[src/rtl/move_sched.sv]
// move_sched: paces snake moves at a difficulty-dependent rate and runs a
// req/done handshake with the snake datapath, guarded by a timeout.
// Ports: clk, reset (async, active-low); game_state, SW (difficulty),
// BTN (direction), move_done in; move_req, dir, level, move_count,
// timeout_err out.
module move_sched #(
  parameter int unsigned DIV_EASY = 25000000,
  parameter int unsigned DIV_MED  = 12500000,
  parameter int unsigned DIV_HARD = 6250000,
  parameter int unsigned TIMEOUT  = 1024
) (
  input  logic        clk,
  input  logic        reset,
  input  logic [1:0]  game_state,
  input  logic [2:0]  SW,
  input  logic [3:0]  BTN,
  input  logic        move_done,
  output logic        move_req,
  output logic [1:0]  dir,
  output logic [1:0]  level,
  output logic [15:0] move_count,
  output logic        timeout_err
);

  typedef enum logic [1:0] {
    IDLE,
    WAIT_TICK,
    REQ,
    WAIT_DONE
  } state_t;

  localparam logic [31:0] DIV_E_LAST = 32'(DIV_EASY - 1);
  localparam logic [31:0] DIV_M_LAST = 32'(DIV_MED - 1);
  localparam logic [31:0] DIV_H_LAST = 32'(DIV_HARD - 1);
  localparam logic [31:0] TO_LAST    = 32'(TIMEOUT - 1);

  localparam logic [1:0] GS_START = 2'b00;
  localparam logic [1:0] GS_PAUSE = 2'b01;
  localparam logic [1:0] GS_OVER  = 2'b10;
  localparam logic [1:0] GS_PLAY  = 2'b11;

  state_t      state;
  state_t      state_nx;
  logic [31:0] div_cnt;
  logic [31:0] div_nx;
  logic [31:0] wait_cnt;
  logic [31:0] wait_nx;
  logic [31:0] div_last;
  logic [1:0]  next_dir;
  logic [1:0]  next_dir_nx;
  logic [1:0]  dir_nx;
  logic [1:0]  level_nx;
  logic [1:0]  sw_level;
  logic [1:0]  btn_dir;
  logic        btn_hit;
  logic [15:0] count_nx;
  logic        terr_nx;

  assign move_req = (state == REQ) || (state == WAIT_DONE);

  always_comb begin
    sw_level = 2'b00;
    priority case (1'b1)
      SW[2]:   sw_level = 2'b10;
      SW[1]:   sw_level = 2'b01;
      SW[0]:   sw_level = 2'b00;
      default: sw_level = 2'b00;
    endcase
  end

  // Button index equals its direction code.
  always_comb begin
    btn_hit = 1'b1;
    btn_dir = 2'b11;
    priority case (1'b1)
      BTN[0]:  btn_dir = 2'b00;
      BTN[1]:  btn_dir = 2'b01;
      BTN[2]:  btn_dir = 2'b10;
      BTN[3]:  btn_dir = 2'b11;
      default: btn_hit = 1'b0;
    endcase
  end

  always_comb begin
    div_last = DIV_E_LAST;
    unique case (level)
      2'b01:   div_last = DIV_M_LAST;
      2'b10:   div_last = DIV_H_LAST;
      default: div_last = DIV_E_LAST;
    endcase
  end

  always_comb begin
    state_nx    = state;
    div_nx      = div_cnt;
    wait_nx     = wait_cnt;
    dir_nx      = dir;
    next_dir_nx = next_dir;
    level_nx    = level;
    count_nx    = move_count;
    terr_nx     = timeout_err;

    // Reversal is judged against the committed direction.
    if (game_state != GS_OVER && btn_hit &&
        btn_dir != (dir ^ 2'b01)) begin
      next_dir_nx = btn_dir;
    end

    unique case (state)
      IDLE: begin
        if (game_state == GS_PLAY) begin
          state_nx = WAIT_TICK;
          level_nx = sw_level;
        end
      end
      WAIT_TICK: begin
        unique case (game_state)
          GS_PLAY: begin
            if (div_cnt == div_last) begin
              div_nx   = '0;
              state_nx = REQ;
              // dir changes together with the rising move_req
              dir_nx   = next_dir;
            end else begin
              div_nx = div_cnt + 32'd1;
            end
          end
          GS_PAUSE: begin
            div_nx = div_cnt;
          end
          default: begin
            div_nx   = '0;
            state_nx = IDLE;
          end
        endcase
      end
      REQ: begin
        wait_nx  = '0;
        state_nx = WAIT_DONE;
      end
      WAIT_DONE: begin
        if (move_done || wait_cnt == TO_LAST) begin
          if (move_done) begin
            if (move_count != 16'hFFFF) begin
              count_nx = move_count + 16'd1;
            end
          end else begin
            terr_nx = 1'b1;
          end
          wait_nx = '0;
          // playing or paused both keep the game alive
          state_nx = game_state[0] ? WAIT_TICK : IDLE;
        end else begin
          wait_nx = wait_cnt + 32'd1;
        end
      end
      default: state_nx = IDLE;
    endcase

    if (state_nx == IDLE && game_state == GS_START) begin
      dir_nx      = 2'b11;
      next_dir_nx = 2'b11;
      count_nx    = '0;
      terr_nx     = 1'b0;
    end
  end

  always_ff @(posedge clk or negedge reset) begin
    if (!reset) begin
      state       <= IDLE;
      div_cnt     <= '0;
      wait_cnt    <= '0;
      dir         <= 2'b11;
      next_dir    <= 2'b11;
      level       <= 2'b00;
      move_count  <= '0;
      timeout_err <= 1'b0;
    end else begin
      state       <= state_nx;
      div_cnt     <= div_nx;
      wait_cnt    <= wait_nx;
      dir         <= dir_nx;
      next_dir    <= next_dir_nx;
      level       <= level_nx;
      move_count  <= count_nx;
      timeout_err <= terr_nx;
    end
  end

endmodule

[config.mk]
export PLATFORM = sky130hd
export DESIGN_NAME = move_sched
export DESIGN_NICKNAME = d
export VERILOG_FILES = /design/src/rtl/move_sched.sv
export SDC_FILE = /design/constraint.sdc
export NUM_CORES = 1
export LEC_CHECK = 0
export CORE_MARGIN = 2
export CORE_UTILIZATION = 60
export CTS_BUF_LIST = sky130_fd_sc_hd__clkbuf_16
export CTS_CLUSTER_DIAMETER = 40
export CTS_CLUSTER_SIZE = 24
export DETAILED_ROUTE_END_ITERATION = 12
export PLACE_DENSITY = 0.81
export RECOVER_POWER = 25
export SYNTH_ARGS = -nofsm -noshare
export SYNTH_HDL_FRONTEND = slang
export SYNTH_SLANG_ARGS = --single-unit
export TNS_END_PERCENT = 100
[constraint.sdc]
create_clock -name clk -period 3.5 [get_ports clk]
set_clock_uncertainty 0.15 [all_clocks]
set_input_delay 0.525 -clock clk [delete_from_list [all_inputs] [get_ports clk]]
set_output_delay 0.525 -clock clk [all_outputs]
set_load 0.03 [all_outputs]
==> impl_summary.log <==
[metrics] sequential element share of the synthesized area: 43.2%
[metrics] number of iterations in the first detailed-routing pass: 5
[metrics] PwrDens: 400 nW/µm²
[metrics] worst min-delay path class: flop to flop
[metrics] Syn Nets: 583
[metrics] portion of synthesized cell area occupied by the leading cell type: 41.2%
[metrics] number of resized instances in the post-cts repair step: 0
[metrics] setup repair after global routing missed its margin: false
[metrics] CTS tree: built
[metrics] instance count of the mapped netlist: 566
[metrics] accumulated negative setup slack: 0 ns
[metrics] total non-filler cell area in the finished layout: 5890 µm²
[metrics] async set-reset flop share out of synthesis: 100%
[metrics] fraction of final layout cells sized beyond drive strength 1: 7.76%
[metrics] data arrival time of the worst path: 2.98 ns
[metrics] number of distinct standard cells referenced by the synthesized netlist: 69
[metrics] predominant post-synthesis flop cell: sky130_fd_sc_hd__dfrtp_1
[metrics] H-Tree Depth: 3
[metrics] commonest non-fill, non-tap cell in the layout: sky130_fd_sc_hd__dfrtp_1
[metrics] number of warning messages in the yosys log: 0
[metrics] outcome: complete, no violations
[metrics] Die Ht: 96.7 µm
[metrics] Yosys reg bits: 89
[metrics] IO Pins: 34
[metrics] detail-routed net length per standard cell: 16.9 µm
[metrics] Row Count: 33
[metrics] number of pins with negative max-slew slack in the final report: 0
[metrics] Worst VDD drop: 0.235 mV
[metrics] mean area per synthesized cell: 9.12 µm²
[metrics] number of nets with antenna violations after routing: 0
[metrics] area of the placeable core: 8260 µm²
[metrics] max-cap violation count: 0
[metrics] post-layout min period: 2.94 ns
[metrics] critical path peak fanout: 19
[metrics] number of antenna violations at the first check in global routing: 0
[metrics] Post-synth EDFFs: 0
[metrics] top cell type by total area after synthesis: sky130_fd_sc_hd__dfrtp_1
[metrics] Port-buffer cells: 32
[metrics] worst setup slack for register-to-register paths: 0.56 ns
[metrics] Fin Hold WS: 0.366 ns
[metrics] Remaining DRCs: 0
[metrics] final net count: 605
[metrics] leakage power of the design: 2.40 nW
[metrics] clock insertion delay at the later pin of the skew report: 0.33 ns
[metrics] critical path capture point type: flop
[metrics] worst rel slew slack: 1.36%
[metrics] GR Util All Layers: 26.3%
[metrics] final estimated routing congestion in global placement: 0.859
[metrics] Crit Path Category: flop to flop
[metrics] fillcell total: 632
[metrics] clock transition at the registers of the reported paths: 0.06 ns
[metrics] Netlist Area Pre-Place: 5160 µm²
[metrics] total via count after detailed routing: 4495
[metrics] post-detailed-placement half-perimeter wirelength: 8040 µm
[metrics] count of routing violations after the opening detailed-route iteration: 223
[metrics] layout overhead on the synthesized area: 14.0%
[metrics] Slew @ Worst Pin: 1.48 ns
[metrics] final hold violations: 0
[metrics] post-route core utilization: 71.3%
[metrics] total routed wirelength: 11800 µm
[metrics] count of hold buffers inserted by post-cts repair: 0
[metrics] Worst EP required: 3.54 ns
[metrics] largest cells by area after synthesis: sky130_fd_sc_hd__dfrtp_1 (41%), sky130_fd_sc_hd__xnor2_1 (4.4%), sky130_fd_sc_hd__nand2_1 (3.9%)
[metrics] maximum operating frequency: 340 MHz
[metrics] placed inst area: 5550 µm²
[metrics] pin count of the biggest net entering global routing: 58
[metrics] top library cells by usage in the layout, fill and taps aside: sky130_fd_sc_hd__dfrtp_1 (85), sky130_fd_sc_hd__nand2_1 (54), sky130_fd_sc_hd__nor2_1 (54)
[metrics] mean number of vias per cell: 6.44
[metrics] chip width: 96.7 µm
[metrics] area enclosed by the die boundary: 9360 µm²
[metrics] final setup violating endpoints: 0
[metrics] # Post-CTS Setup Buffers: 0
[metrics] Period Utilization, post-route: 83.9%
[metrics] count of inserted antenna diode cells: 0
[metrics] Overflow after GRT: 0
[metrics] CTS Buffer Depth: 2
[metrics] via count of the first global-routing pass: 4441
[metrics] wire length of the first global-routing pass: 20800 µm
[metrics] Clock Sinks: 89
[metrics] clock root buffer master: sky130_fd_sc_hd__clkbuf_16
[metrics] launching element type of the critical path: flop
[metrics] initial core utilization: 62.5%
[metrics] clock buffer count from CTS: 9
==> routing by layer <==
metal / vias to the layer above / part of all wire, % / track usage [%]
li1: 2140 / - / -
met1: 2212 / 44 / 35.3
met2: 122 / 51 / 44.2
met3: 21 / 3.5 / 3.03
met4: 0 / 1.6 / 9.53
met5: - / 0 / 0
==> kinds of logic after synthesis <==
| group | count (synthesis) | share of synthesized area (%) |
|---|---|---|
| AND/OR/NAND/NOR | 272 | 29.4 |
| adder cells (fa/ha/maj) | 5 | 1.21 |
| buffers and inverters | 49 | 4.12 |
| AO/OA/AOI/OAI | 107 | 14.4 |
| flip-flops | 89 | 43.2 |
| multiplexers | 5 | 0.970 |
| XOR/XNOR | 39 | 6.62 |
==> state kept, by name, indices dropped and copies added, names as in the netlist <==
signal	flops
move_count	16
dir	2
next_dir	2
level	2
state	2
div_cnt	32
wait_cnt	32
timeout_err	1
==> stage by stage <==
step	cells	setup WS (ns)	power [mW]
4_1_cts	698	0.583	2.37
2_1_floorplan	566	0.778	1.21
6_report	698	0.563	2.35
3_5_place_dp	682	0.586	1.28
5_1_grt	698	0.413	2.43
3_3_place_gp	682	0.640	1.27
==> critical path, cell delays in order, from the launching register on <==
cell,delay (ns)
sky130_fd_sc_hd__dfrtp_1,0.37
sky130_fd_sc_hd__inv_1,0.07
sky130_fd_sc_hd__ha_1,0.33
sky130_fd_sc_hd__or4b_2,0.68
sky130_fd_sc_hd__a22oi_1,0.20
sky130_fd_sc_hd__nand4_1,0.31
sky130_fd_sc_hd__a21oi_4,0.56
sky130_fd_sc_hd__nor2_1,0.13
==> worst paths after layout <==
check                                               from                  endpoint  cells past startpoint
min in group asynchronous                          reset   div_cnt[18]$_DFFE_PN0P_                      1
max in group asynchronous                          reset        dir[1]$_DFFE_PN1P_                      2
worst min register to register  wait_cnt[31]$_DFFE_PN0P_  wait_cnt[31]$_DFFE_PN0P_                      1
worst max register to register      level[0]$_DFFE_PN0P_    div_cnt[6]$_DFFE_PN0P_                      7
worst min-delay path            wait_cnt[31]$_DFFE_PN0P_  wait_cnt[31]$_DFFE_PN0P_                      1
worst max-delay path                level[0]$_DFFE_PN0P_    div_cnt[6]$_DFFE_PN0P_                      7
==> Yosys cell counts (all sizes together), types with 14 or more instances <==
| cell | instances |
|---|---|
| nor4 | 21 |
| nor2 | 54 |
| a31oi | 26 |
| clkbuf | 18 |
| nand3 | 28 |
| nand4 | 26 |
| a21oi | 20 |
| nor3 | 15 |
| o21ai | 16 |
| and4 | 14 |
| dfrtp | 85 |
| nand2 | 54 |
| xnor2 | 26 |
| inv | 19 |
==> report_power, final <==
group | switching [mW] | total [mW] | leakage, nW | internal (mW)
sequential | 0.0332 | 1.09 | 1.22 | 1.06
combinational | 0.100 | 0.168 | 1.02 | 0.0675
clock | 0.398 | 1.10 | 0.160 | 0.698
total | 0.531 | 2.35 | 2.40 | 1.82
==> area by class of cell <==
type,count,area [µm²],area share [%]
clock buffer,9,225,3.83
tap,105,131,2.23
multi-input combinational,428,2730,46.3
inverter,19,71.3,1.21
sequential,89,2230,37.9
clock inverter,7,118,2.00
timing repair buffer,41,383,6.51
Power figures use the tool's default switching activity.
